==> src/rtl/pipe_wide_incr.sv <==
// pipe_wide_incr: pipelined wide incrementer, out_data = in_data + zero-extended in_step.
// The carry chain is cut into SEG_W-bit segments, one segment summed per stage, with a
// valid/ready handshake, per-beat overflow flag and a 32-bit delivered-beat counter.
// Optional build macro PIPE_WIDE_INCR_SAT_EN: saturate out_data to all ones on overflow
// (default build wraps modulo 2^WIDTH; out_ovf is the same in both builds).
module pipe_wide_incr #(
  parameter int WIDTH  = 70,
  parameter int SEG_W  = 32,
  parameter int STEP_W = 32
) (
  input  logic              clk,
  input  logic              reset,
  input  logic              in_valid,
  output logic              in_ready,
  input  logic [WIDTH-1:0]  in_data,
  input  logic [STEP_W-1:0] in_step,
  output logic              out_valid,
  input  logic              out_ready,
  output logic [WIDTH-1:0]  out_data,
  output logic              out_ovf,
  output logic [31:0]       out_count
);

  localparam int NSEG = (WIDTH + SEG_W - 1) / SEG_W;
  // Padded working width so every segment is a full SEG_W slice.
  localparam int PW   = NSEG * SEG_W;
  // Number of real data bits in the top segment.
  localparam int TOPW = WIDTH - (NSEG - 1) * SEG_W;
  localparam logic [PW-1:0] MASK = PW'({{PW{1'b0}}, {WIDTH{1'b1}}});

  // Stage registers: partially summed data, step still to be consumed, carry, valid.
  logic [NSEG-1:0][PW-1:0] r_acc;
  logic [NSEG-1:0][PW-1:0] r_stp;
  logic [NSEG-1:0]         r_cy;
  logic [NSEG-1:0]         r_v;
  logic [31:0]             r_count;

  // Source of each stage: index 0 is the input port, index k is stage k-1.
  logic [NSEG:0][PW-1:0]   w_acc_ext;
  logic [NSEG:0][PW-1:0]   w_stp_ext;
  logic [NSEG:0]           w_cy_ext;
  logic [NSEG:0]           w_v_ext;
  logic [NSEG-1:0][PW-1:0] w_nacc;
  logic [NSEG-1:0]         w_ncy;
  logic [NSEG-1:0]         w_ld;

  assign w_acc_ext = {r_acc, PW'(in_data)};
  assign w_stp_ext = {r_stp, PW'(in_step)};
  assign w_cy_ext  = {r_cy, 1'b0};
  assign w_v_ext   = {r_v, in_valid};

  // Load enables ripple back from out_ready (an empty stage always accepts) and each
  // stage adds its own segment with the carry registered by the stage below.
  always_comb begin
    logic [SEG_W:0] sum;
    logic           ld;
    ld  = out_ready;
    sum = '0;
    for (int k = NSEG - 1; k >= 0; k--) begin
      ld      = ld | ~r_v[k];
      w_ld[k] = ld;
    end
    for (int k = 0; k < NSEG; k++) begin
      sum = {1'b0, w_acc_ext[k][k*SEG_W +: SEG_W]}
          + {1'b0, w_stp_ext[k][k*SEG_W +: SEG_W]}
          + {{SEG_W{1'b0}}, w_cy_ext[k]};
      w_nacc[k] = w_acc_ext[k];
      w_nacc[k][k*SEG_W +: SEG_W] = sum[SEG_W-1:0];
      if (k == NSEG - 1) begin
        // Carry out of bit WIDTH-1 sits at bit TOPW of the top segment sum.
        w_ncy[k] = sum[TOPW];
`ifdef PIPE_WIDE_INCR_SAT_EN
        if (sum[TOPW]) begin
          w_nacc[k] = MASK;
        end else begin
          w_nacc[k] = w_nacc[k] & MASK;
        end
`else
        w_nacc[k] = w_nacc[k] & MASK;
`endif
      end else begin
        w_ncy[k] = sum[SEG_W];
      end
    end
  end

  assign in_ready = reset | w_ld[0];

  // Pipeline stage registers and delivered-beat counter; reset discards all beats.
  always_ff @(posedge clk) begin
    if (reset) begin
      r_acc   <= '0;
      r_stp   <= '0;
      r_cy    <= '0;
      r_v     <= '0;
      r_count <= 32'd0;
    end else begin
      for (int k = 0; k < NSEG; k++) begin
        if (w_ld[k]) begin
          r_v[k]   <= w_v_ext[k];
          r_acc[k] <= w_nacc[k];
          r_stp[k] <= w_stp_ext[k];
          r_cy[k]  <= w_ncy[k];
        end
      end
      if (r_v[NSEG-1] & out_ready) begin
        r_count <= r_count + 32'd1;
      end
    end
  end

  assign out_valid = r_v[NSEG-1];
  assign out_data  = r_acc[NSEG-1][WIDTH-1:0];
  assign out_ovf   = r_cy[NSEG-1];
  assign out_count = r_count;

endmodule

==> config.mk <==
export PLATFORM = sky130hd
export DESIGN_NAME = pipe_wide_incr
export DESIGN_NICKNAME = d
export VERILOG_FILES = /design/src/rtl/pipe_wide_incr.sv
export SDC_FILE = /design/constraint.sdc
export NUM_CORES = 1
export LEC_CHECK = 0
export CORE_AREA = 2 2 161 163
export DETAILED_ROUTE_END_ITERATION = 8
export DIE_AREA = 0 0 163 165
export PLACE_DENSITY = 0.74
export SETUP_SLACK_MARGIN = 0.4
export SKIP_CTS_REPAIR_TIMING = 1
export SYNTH_ARGS = -nofsm -noshare
export SYNTH_HDL_FRONTEND = slang
export SYNTH_SLANG_ARGS = --single-unit
==> constraint.sdc <==
create_clock -name clk -period 2.31 [get_ports clk]
set_input_delay 0.462 -clock clk [delete_from_list [all_inputs] [get_ports clk]]
set_output_delay 0.462 -clock clk [all_outputs]
set_load 0.03 [all_outputs]
# After elaboration in Yosys (flattened, before gate mapping)
# Index checks and enable logic that the tools add are counted.
[op_classes]
addsub = 4
n_bitwise = 8
[op_table]
columns = ["cell", "count"]
rows = [
  ["adder 32 x 1 -> 33 bit", 1],
  ["adder 32 x 32 -> 33 bit", 1],
  ["adder 32 x 1 -> 32 bit, second input constant", 1],
  ["adder 6 x 1 -> 7 bit", 1],
  ["bitwise OR 1 bit", 4],
  ["inverter 1 bit", 3],
  ["AND 1 bit", 1],
]
[word_totals]
register_bits = 248
out_inout_bits = 105
elab_cells = 22

# Logic depth before layout (Yosys ltp)
[depth]
ltp_word = 5
depth_mapped = 9

# Least setup slack after synthesis
# No wires, ideal clock.
[synth_path]
kind = "in2reg"
start = "input in_data[0]"
end = "register r_acc[28] (netlist name)"
arrival_ns = 2.380
n_path_buf = 0
cell_stages = 9
setup_slack_ns = -0.155
setup_ns = 0.086
path_cell_list = "ha_1 > fa_1 > a211oi_2 > o21ai_1 > a211o_1 > a21oi_1 > o211ai_2 > xnor2_1 > a211oi_1"
[synth_between]
elab_chain_cells = 1
[synth_rtl]
columns = ["element", "line_no", "rtl"]
rows = [
  ["from (decl)", "15", "input logic [WIDTH-1:0] in_data,"],
  ["adder 32 x 32 -> 33 bit", "65", "+ {1'b0, w_stp_ext[k][k*SEG_W +: SEG_W]}"],
  ["to (signal, indexed assignment)", "101", "r_acc[k] <= w_nacc[k];"],
  ["to (decl)", "32", "logic [NSEG-1:0][PW-1:0] r_acc;"],
]
# No other way between the ends.
# A chain may end at the register's enable or synchronous reset.

# Final worst setup path
[layout_path]
start = "input in_step[0]"
end = "register r_acc[28] (netlist name)"
[layout_between]
elab_chain_cells = 1
[layout_rtl]
columns = ["element", "line_no", "rtl"]
rows = [
  ["from (decl)", "16", "input logic [STEP_W-1:0] in_step,"],
  ["adder 32 x 32 -> 33 bit", "65", ""],
]
# No other way between the ends.

==> impl_metrics.csv <==
group,metric,value,unit
status,run_status,"finished clean",
clock_tree,clk_pin_slew,60,ps
sta,fin_setup_tns,0,ps
synthesis,syn-mean-instance-area,7.91,um2
clock_tree,clockBufferDepth,3,
global_routing,overflow,0,
layout,utilization,0.669,
global_routing,grt_antenna_before_repair,0,
placed_design,gp_routability_congestion,0.888,
synthesis,syn_nets,1654,
critical_path,worstSetupStartpointType,"input pin",
synthesis,syn_area,11900,um2
floorplanning,die_w,163,um
critical_path,path_class,"in -> reg",
sta,drv_slew,0,
layout,syn_to_final_growth,40.2,%
drt,wl_per_cell,15.1,um
synthesis,synthFlopType,"dfxtp_1",
drt,drt_iter0_drc,647,
drt,num_vias,10900,
drt,vias_per_cell,5.26,
global_routing,grt_max_degree,103,
worst_hold_path,hold_class,"in -> reg",
synthesis,synth_top_cell_by_area,"dfxtp_1",
synthesis,synth_top_area_share,0.416,
sta,fmax,476,MHz
floorplanning,die-area,26900,um2
drt,drt-total-wl,31.3,mm
synthesis,synth_edf_count,0,
sta,fin_skew,17.4,ps
synthesis,yosys-top-cells-area,"dfxtp_1, nand2_1, a21oi_1",
drt,ant_nets,0,
global_routing,grtUsageTotal,0.211,
worst_hold_path,hold_start,"in_data[0]",
clock_tree,ctsHtreeMaxLevel,1,
layout,n_antenna_cell,0,
clock_tree,clock_latency,520,ps
sta,finalHoldViolCount,0,
sta,holdWs,332,ps
clock_tree,cts_inserted_buffers,25,
placed_design,dp.cells,2004,
layout,final_cells,2072,
synthesis,ys_warn_count,0,
floorplanning,start_util,0.477,
critical_path,crit_arrival,2530,ps
floorplanning,coreArea,25000,um2
sta,setup_slack,210,ps
layout,drive_gt1_frac,0.192,
sta,final.min_clock_period,2100,ps
critical_path,r2r-start,"r_cy[0]$_SDFFE_PP0P_",
floorplanning,io-pin-count,211,
sta,relSlewSlack,0.631,
sta,period_share,0.909,
clock_tree,cts_tree,"yes",
synthesis,yosys.cell_types.count,80,
synthesis,seq_area_frac_synth,0.416,
critical_path,worstSetupEndpointType,"flop",
placed_design,io_buffers,210,
clock_tree,cts_root_buf,"clkbuf_16",
floorplanning,num_rows,58,
sta,rsz0062_at_grt,"yes",
critical_path,required,2740,ps
drt,drc,0,
power,irDropWorstVdd,0.559,mV
layout,final.fill_count,2019,
synthesis,synthCells,1510,
power,power_density,644,nW/um2
power,p_leak,8.63,nW
critical_path,critPathMaxFanout,3,
global_routing,grt_pass1_vias,9694,
sta,max_slew.worst_pin.slew,553,ps
run,drv_cap,0,
drt,dr.pass1.iters,5,
placed_design,dp_hpwl,21.2,mm
clock_tree,clock-sinks,248,
critical_path,startpoint,"in_step[0]",
placed_design,pre_cts_ws,-637,ps
synthesis,synth-async-reset-ratio,0,
floorplanning,die_h,165,um
global_routing,grt_pass1_wl,47.1,mm
synthesis,synth_seq_cells,248,
sta,final-setup-viol-count,0,
layout,nets,1868,
power breakdown:
group / internal (mW) / leakage (nW) / switching, mW
sequential: 4.52 / 2.04 / 0.151
combinational: 0.890 / 6.14 / 0.875
clock: 2.71 / 0.448 / 1.63
total: 8.12 / 8.63 / 2.66
per-stage QoR:
stage,power (mW),cell area (um2)
after floorplan,5.72,12200
after global placement,6.33,14800
after detailed placement,6.36,14800
after CTS,10.7,15700
after global routing,11.2,16700
final,10.8,16700
Yosys cell counts (all sizes together) (4+ instances only):
cell,instances
a21o,7
nand2,380
o21ai,39
nor4,4
o211ai,7
a311oi,5
nand2b,5
nor3,19
dfxtp,248
clkbuf,68
ha,37
o21bai,4
or3,15
and3,12
a21oi,209
xnor2,32
inv,14
xor2,42
buf,95
nor2,109
or4,4
nand4,30
nand3,29
a211oi,31
nand3b,5
and4,7
and2,8
layer usage:
layer,vias to the layer above,wire [um],track usage
li1,5479,-,-
met1,5100,13800,0.283
met2,274,15400,0.364
met3,39,1520,0.0254
met4,0,519,0.0503
met5,-,0,0
final cells by class:
| cell class | instances | area, um2 | area share |
|---|---|---|---|
| flip-flops and latches | 248 | 5000 | 0.298 |
| multi-input cells | 1085 | 6720 | 0.401 |
| clock inverters | 9 | 151 | 0.00904 |
| inverters | 14 | 52.6 | 0.00314 |
| well taps | 330 | 413 | 0.0247 |
| clock buffers | 36 | 757 | 0.0452 |
| repair buffers | 350 | 3660 | 0.218 |
state kept, by name, indices dropped and copies added (netlist names):
name / count
out_count: 32
r_cy: 3
r_acc: 140
out_data: 70
r_v: 3
worst max-delay path: stages:
cell	delay, ps
buf_6	100
ha_4	150
fa_2	370
a211oi_4	300
o21ai_2	130
a211o_1	350
a21oi_2	150
o211ai_2	120
xnor2_2	160
a211oi_2	230
placed cells by master, fill, tap and decap left out, types with 26 or more instances in the layout:
cell,netlist,layout
a21oi_1,207,182
xnor2_1,32,31
nor2_1,107,104
buf_4,71,127
ha_4,0,28
a21oi_2,2,26
clkdlybuf4s50_1,0,52
dfxtp_1,248,233
nand2_1,378,371
xor2_1,42,42
dlymetal6s2s_1,0,154
logic make-up (layout without fill, tap and decap cells):
family                     Yosys count  after routing  synth area share
and+or+nand+nor                    640            640             0.244
buffers and inverters              177            409            0.0803
adders and majority gates           38             38            0.0404
AOI/OAI and AO/OA                  330            330             0.162
muxes                                3              3           0.00252
DFF                                248            248             0.416
xor gates and xnor gates            74             74            0.0543
path summary, 6_finish.rpt:
check                           slack, ps  cells past startpoint                        end
worst max-delay path                  210                     10     r_acc[28]$_SDFFE_PP0P_
worst min-delay path                  330                      4      r_acc[0]$_SDFFE_PP0P_
worst max register to register        280                     10    r_acc[156]$_SDFFE_PP0P_
worst min register to register        450                      2  out_data[50]$_SDFFE_PP0P_
Power figures use the tool's default switching activity.
